## config.mk

```make
export PLATFORM = sky130hd
export DESIGN_NAME = alu_issue_wb
export DESIGN_NICKNAME = d
export VERILOG_FILES = /design/src/rtl/alu_issue_wb.sv
export SDC_FILE = /design/constraint.sdc
export NUM_CORES = 1
export LEC_CHECK = 0
export ABC_AREA = 1
export CORE_ASPECT_RATIO = 1.5
export CORE_MARGIN = 2
export CORE_UTILIZATION = 40
export DETAILED_ROUTE_END_ITERATION = 8
export PLACE_DENSITY = 0.74
export SYNTH_ARGS = -nofsm -noshare
export SYNTH_HDL_FRONTEND = slang
export SYNTH_SLANG_ARGS = --single-unit
```

## constraint.sdc

```tcl
create_clock -name clk -period 3.15 [get_ports clk]
set_clock_uncertainty 0.15 [all_clocks]
set_input_delay 0.945 -clock clk [delete_from_list [all_inputs] [get_ports clk]]
set_output_delay 0.945 -clock clk [all_outputs]
set_load 0.02 [all_outputs]
```

## src/rtl/alu_issue_wb.sv

```systemverilog
// -----------------------------------------------------------------------------
// alu_issue_wb
//
// Execution controller wrapped around an external 8-bit combinational ALU.
// It accepts one instruction at a time over a valid/ready handshake. The
// instruction is either a load-immediate, written straight into the register
// file, or an ALU operation. An ALU operation reads two operands from the
// register file into registered ALU inputs. One cycle later it writes the
// ALU result back and updates a sticky carry flag.
//
// Ports:
//   clk, reset     rising-edge clock, synchronous active-high reset
//   in_valid       instruction present (upstream holds it until accepted)
//   in_ready       high only in IDLE; a transfer is in_valid && in_ready
//   in_load        1 = load immediate, 0 = ALU operation
//   in_opcode      ALU opcode, passed through unchanged
//   in_dst         destination register
//   in_srca        operand A register
//   in_srcb        operand B register
//   in_imm         immediate value for loads
//   alu_opcode     registered opcode driven to the ALU
//   alu_a          registered operand A driven to the ALU
//   alu_b          registered operand B driven to the ALU
//   alu_res        result returned by the ALU
//   alu_carry      carry returned by the ALU
//   done           one-cycle pulse after each register-file write
//   carry_flag     carry from the most recent completed ALU operation
//   rd_addr        debug read address
//   rd_data        combinational rf[rd_addr]
// -----------------------------------------------------------------------------
module alu_issue_wb #(
    parameter int WIDTH = 8,
    parameter int NREGS = 4,
    parameter int AW    = 2
) (
    input  logic             clk,
    input  logic             reset,
    input  logic             in_valid,
    output logic             in_ready,
    input  logic             in_load,
    input  logic [1:0]       in_opcode,
    input  logic [AW-1:0]    in_dst,
    input  logic [AW-1:0]    in_srca,
    input  logic [AW-1:0]    in_srcb,
    input  logic [WIDTH-1:0] in_imm,
    output logic [1:0]       alu_opcode,
    output logic [WIDTH-1:0] alu_a,
    output logic [WIDTH-1:0] alu_b,
    input  logic [WIDTH-1:0] alu_res,
    input  logic             alu_carry,
    output logic             done,
    output logic             carry_flag,
    input  logic [AW-1:0]    rd_addr,
    output logic [WIDTH-1:0] rd_data
);

    typedef enum logic {
        IDLE = 1'b0,
        EXEC = 1'b1
    } state_t;

    state_t             state;
    logic [WIDTH-1:0]   rf [NREGS];
    logic [AW-1:0]      dst_q;

    logic               accept;

    assign in_ready = (state == IDLE);
    assign accept   = in_valid && in_ready;
    assign rd_data  = rf[rd_addr];

    // NOTE: all sequential state is assigned with non-blocking (<=). The
    // operand reads below must see the register file as it stood before this
    // edge. With <= they do, even when a source register is also the
    // destination.
    always_ff @(posedge clk) begin
        if (reset) begin
            state      <= IDLE;
            dst_q      <= '0;
            alu_opcode <= '0;
            alu_a      <= '0;
            alu_b      <= '0;
            done       <= 1'b0;
            carry_flag <= 1'b0;
            // NOTE: the register file must read zero after reset, so it is
            // cleared here explicitly. This is a small flop array, not a RAM
            // macro, so a per-entry reset is legitimate.
            for (int i = 0; i < NREGS; i++) begin
                rf[i] <= '0;
            end
        end else begin
            done <= 1'b0;
            unique case (state)
                IDLE: begin
                    if (accept) begin
                        if (in_load) begin
                            // Load bypasses the ALU and leaves carry_flag alone.
                            rf[in_dst] <= in_imm;
                            done       <= 1'b1;
                        end else begin
                            alu_opcode <= in_opcode;
                            alu_a      <= rf[in_srca];
                            alu_b      <= rf[in_srcb];
                            dst_q      <= in_dst;
                            state      <= EXEC;
                        end
                    end
                end
                EXEC: begin
                    // The ALU input registers keep their values after
                    // writeback; downstream only samples them during EXEC.
                    rf[dst_q]  <= alu_res;
                    carry_flag <= alu_carry;
                    done       <= 1'b1;
                    state      <= IDLE;
                end
                default: state <= IDLE;
            endcase
        end
    end

endmodule

```

==> metrics, run 1 <==
status finished clean; cell area power density 453 nW/um2; post-synth top area share 0.327; Layout fillers 687; Die ar. 8070 um2; Port Buffers 59; RSZ-0062 raised after global routing false; Hold Path Class flop to flop; VDD IR max 0.289 mV; final hold violation count 0; dpl cells 515; crit path from rd_addr[0]; initial DRC count 254; Final Setup Violations 0; area of the multi-input gates 1200 um2; Synth area leader edfxtp_1; core area 7180 um2; synthesized flop and latch total 55; TritonCTS clock tree built; worst slew pin tran 0.603 ns; Setup Slack @ Placement -0.618 ns; element type at the critical path end output pin; Post-synth EDFFs 32; count of cell types in the netlist 23; # IOs 60; clk slew on worst S/H paths 0.09 ns; routed len/inst 13.0 um; minimum clock period 3.02 ns; fin. max-slew vios 0; Hold EP carry_flag; critical path's most frequent cell buf_4; yosys warns 0; n_diodes 0; Worst R2R Setup Slack 1.33 ns; syn_area_per_cell 8.04 um2; final worst slack 0.134 ns; Post-synth top flop edfxtp_1; CP Data Arrival Time 1.92 ns; startpoint types input pin; clk_lat worst skew 0.31 ns; drt via density 4.93; Synth area leaders edfxtp_1 (33%), dfxtp_1 (16%), nand2_1 (7.9%); register area 1420 um2; vias 2581; hold_buf cts 0; sequential fraction of the synthesis area 0.483; R2R cell count 7; count leader, synth nand2_1; cells along the critical path dlygate4sd2_1 -> inv_2 -> buf_4 -> buf_4 -> a21oi_1 -> a21oi_1 -> buf_4; P_leak 1.56 nW; Finished Layout Cells 524; Post-Synthesis Cells 366; FMAX 332 MHz; CP Class input pin to output pin; clock sink total 55; antenna violations before repair 0; H-tree levels 2; Placer Congestion 0.901; number of global-route vias before repair 2342; Max-slew headroom 0.597; worst reg2reg path endpoint rf[0][2]; Root Buffer clkbuf_8; Tot GR Track Use 0.174; crit path max fanout 8; Area Growth Syn to Fin 27.3%; asr flop ratio synth 0; antenna viol nets, final 0; CTS max path bufs 2; initial core utilization 0.410; Die Span X 74.0 um; Final Net Count 454; syn_nets 397; largest net degree at the start of global routing 39; worst endpoint required time 2.05 ns; Post-synth top cells nand2_1 (62), inv_1 (44), a21oi_1 (41); final period utilization 0.957; Setup Buffers After CTS 0; Critical R2R Launch state; Slowest cell on crit path dlygate4sd2_1; Initial DRT Pass Iterations 4; grt ovf 0; Die Span Y 109 um; WL final 6820 um; drt drc 0; HPWL after DPL 5160 um; CP max stage delay 0.25 ns; CTS buffer count 5; min-delay src carry_flag; Syn Std Cell Area 2940 um2; Hold Path Depth 1; first-pass GRT wire length 10900 um; Row Count 38; share of cells above drive strength 1 0.120; Max-Cap Viols 0
power breakdown:
group          switching, mW  internal [mW]  leakage, nW
registers             0.0262          0.806        0.522
clock network          0.228          0.318       0.0654
logic                  0.180          0.139        0.969
total                  0.434           1.26         1.56
how the worst max path moves through the flow:
| stage | end | slack [ns] |
|---|---|---|
| detailed placement | rd_data[4] | -0.62 |
| CTS | rd_data[6] | 0.004 |
| global route | rd_data[3] | 0.01 |
| finish | rd_data[4] | 0.13 |
| floorplan | rd_data[6] | 0.18 |
| global placement | rd_data[4] | -0.60 |
logic make-up after synthesis:
logic type | share of synthesized area
buffers and inverters | 0.109
AOI/OAI and AO/OA | 0.211
DFF | 0.483
and+or+nand+nor | 0.197
timing repair:
action                                  in CTS  in global routing
cloned                                       1                  0
endpoints found under the setup margin       8                  6
gates resized for setup                     45                  2
endpoints found under the hold margin        0                  0
layout make-up:
class / instances / share of cell area
Timing Repair inverter: 1 / 0.00200
Inverter: 52 / 0.0531
Clock inverter: 2 / 0.0160
Sequential cell: 55 / 0.379
Clock buffer: 6 / 0.0194
Timing Repair Buffer: 71 / 0.176
Tap cell: 100 / 0.0334
Multi-Input combinational cell: 237 / 0.321
state kept, by name, summed over array words and instances, names as in the netlist:
register,flops
dst_q,2
state,1
rf,32
carry_flag,1
done,1
alu_opcode,2
alu_a,8
alu_b,8
routing by layer:
layer	wire length [um]	track usage
met5	0	0
met4	114	0.0688
met3	212	0.0250
met2	3750	0.320
met1	2740	0.198
worst max-delay path: cells and delay by family:
family          cells  cell delay (ns)
compound gates      2             0.21
buf+inv             5             0.76
cells in the final DEF (no fill, tap or decap), types with 2 or more instances in the layout:
| cell type | instances |
|---|---|
| a21oi_1 | 41 |
| buf_2 | 3 |
| buf_4 | 16 |
| bufinv_16 | 2 |
| clkbuf_8 | 5 |
| clkdlybuf4s50_1 | 49 |
| clkinvlp_4 | 2 |
| dfxtp_1 | 23 |
| edfxtp_1 | 32 |
| inv_1 | 42 |
| inv_2 | 9 |
| nand2_1 | 62 |
| nand2_2 | 5 |
| nand2_4 | 3 |
| nand3_1 | 24 |
| nor2_1 | 34 |
| nor2_4 | 2 |
| o211ai_1 | 16 |
| o21a_1 | 16 |
| o21ai_0 | 23 |
| o21ai_1 | 7 |
metrics by stage:
stage	hold slack [ns]	util	setup TNS [ns]	cell area (um2)	power, mW
floorplan	0.312	-	0	2940	1.03
global placement	0.320	0.506	-4.46	3640	1.17
detailed placement	0.335	0.506	-4.62	3640	1.17
CTS	0.357	0.522	0	3750	1.71
global route	0.373	0.522	0	3750	1.77
finish	0.356	0.522	0	3750	1.70
(Power assumes the default switching activity.)
==> inputs of run 2 (changes only) <==
--- a/config.mk
+++ b/config.mk
@@ -10,7 +10,7 @@
 export CORE_MARGIN = 2
 export CORE_UTILIZATION = 40
 export DETAILED_ROUTE_END_ITERATION = 8
-export PLACE_DENSITY = 0.74
+export PLACE_DENSITY = 0.76
 export SYNTH_ARGS = -nofsm -noshare
 export SYNTH_HDL_FRONTEND = slang
 export SYNTH_SLANG_ARGS = --single-unit
==> run 2 against run 1 <==
Compared with the run above: sequential cell count did not move; sequential share of layout area fell by 0.25 points; clock power down 13%; via count up 2.2%; die area unchanged; setup slack worse by 0.038 ns; critical path type unchanged.
==> metrics, run 2 (synthesis gave the netlist of run 1 again) <==
status finished clean; Port Buffers 59 (unchanged); clk slew on worst S/H paths 0.10 ns (about the same); drt via density 5.00 (+1.6%); grt ovf 0 (unchanged); P_int 1.19 mW (-6.0%); element type at the critical path end output pin; combinational share of power 0.200 (+0.012); core area 7180 um2 (unchanged); first-pass GRT wire length 11900 um (+8.6%); Finished Layout Cells 527 (+0.57%); worst endpoint required time 2.05 ns (about the same); initial DRC count 192 (-24%); HPWL after DPL 5350 um (+3.6%); P_leak 1.57 nW (+0.83%); most frequent cells in the layout nand2_1 (62), clkdlybuf4s50_1 (49), inv_1 (42); Net Sw Power 0.446 mW (+2.9%); worst slew pin tran 0.613 ns (+0.00930 ns); Final Net Count 457 (+0.66%); Max-Cap Viols 0 (unchanged); startpoint types input pin; largest net degree at the start of global routing 38 (-2.6%); CP Class input pin to output pin; Root Buffer clkbuf_8; routed len/inst 13.5 um (+3.6%); CTS buffer count 5 (unchanged); initial core utilization 0.410 (unchanged); number of global-route vias before repair 2559 (+9.3%); fin. max-slew vios 0 (unchanged); final hold violation count 0 (unchanged); cell area power density 433 nW/um2 (-4.3%); TritonCTS clock tree built; antenna viol nets, final 0 (unchanged); Area Growth Syn to Fin 28.1%; Largest regs rf x32, alu_a x8, alu_b x8; switching part of the total 0.273 (+0.0175); # IOs 60 (unchanged); clock sink total 55 (unchanged); CTS max path bufs 2 (unchanged); CP Data Arrival Time 1.96 ns (+0.04 ns); Worst R2R Setup Slack 1.34 ns (about the same); Row Count 38 (unchanged); placed inst area 3640 um2 (+0.21%); vias 2637 (+2.2%); dpl cells 516 (+0.19%); Hold Path Class flop to flop; Die ar. 8070 um2 (unchanged); Tot GR Track Use 0.191 (+0.0172); final period utilization 0.969 (+0.0120); Setup Slack @ Placement -0.626 ns (-0.00864 ns); largest register by flop count rf; clk_lat worst skew 0.32 ns (about the same); VDD IR max 0.254 mV (-12%); Initial DRT Pass Iterations 4 (unchanged); minimum clock period 3.05 ns (+0.0378 ns); Max-slew headroom 0.590 (-0.00622); drt drc 0 (unchanged); final worst slack 0.0962 ns (-0.0378 ns); antenna violations before repair 0 (unchanged); commonest non-fill, non-tap cell in the layout nand2_1; Power Total 1.63 mW (-3.7%); Placer Congestion 0.915 (+1.6%); Die Span X 74.0 um (unchanged); share of cells above drive strength 1 0.129 (+0.00852); Final Setup Violations 0 (unchanged); n_diodes 0 (unchanged); hold_buf cts 0 (unchanged); FMAX 327 MHz (-1.2%); H-tree levels 2 (unchanged); Clock power frac 0.290 (-0.031); Finished Cell Area 3770 um2 (+0.67%); WL final 7110 um (+4.2%); Die Span Y 109 um (unchanged); setup_tns 0 ns (unchanged); Reg power frac 0.510 (+0.020); number of flip-flops under the largest register name 32 (unchanged); RSZ-0062 raised after global routing false; crit path max fanout 9 (+1)
==> run 2: layout make-up <==
class                   instances  area, um2
well taps                     100        125
multi-input cells             237       1210
inverters                      52        199
repair buffers                 75        706
clock buffers                   5       68.8
flip-flops and latches         55       1420
clock inverters                 3       42.5
fillers                       693       3410
==> run 2: metal layers <==
| metal | track usage | vias to the layer above | routed length, um |
|---|---|---|---|
| li1 | - | 1330 | - |
| met1 | 0.215 | 1215 | 2800 |
| met2 | 0.339 | 71 | 3790 |
| met3 | 0.0240 | 21 | 227 |
| met4 | 0.112 | 0 | 288 |
| met5 | 0 | - | 0 |
==> run 2: per-stage QoR <==
stage	hold WS [ns]	utilization
2_1_floorplan	0.312	-
3_3_place_gp	0.320	0.507
3_5_place_dp	0.327	0.507
6_report	0.349	0.525
5_1_grt	0.376	0.525
4_1_cts	0.350	0.524
==> run 2: path summary, 6_finish.rpt <==
check	from	depth (start not counted)	end
worst max-delay path	rd_addr[0]	7	rd_data[3]
worst min-delay path	carry_flag	1	carry_flag
worst max register to register	state	7	rf[0][7]
worst min register to register	carry_flag	1	carry_flag
==> run 2: critical path, stage by stage <==
cell,delay (ns)
dlygate4sd2_1,0.25
inv_2,0.09
buf_4,0.16
buf_4,0.14
a21oi_1,0.06
a21oi_1,0.14
buf_4,0.16
==> run 2: power groups by stage <==
| stage | clock (mW) | combinational [mW] | sequential (mW) |
|---|---|---|---|
| after CTS | 0.484 | 0.327 | 0.833 |
| after floorplan | 0 | 0.172 | 0.862 |
| after global placement | 0 | 0.320 | 0.848 |
| after global routing | 0.513 | 0.361 | 0.839 |
| final | 0.473 | 0.327 | 0.834 |
| after detailed placement | 0 | 0.326 | 0.850 |
==> run 2: repair_timing <==
| action | in CTS | in global routing |
|---|---|---|
| gates resized for setup | 43 | 4 |
| buffers inserted | 3 | 0 |
| setup endpoints to repair | 8 | 5 |
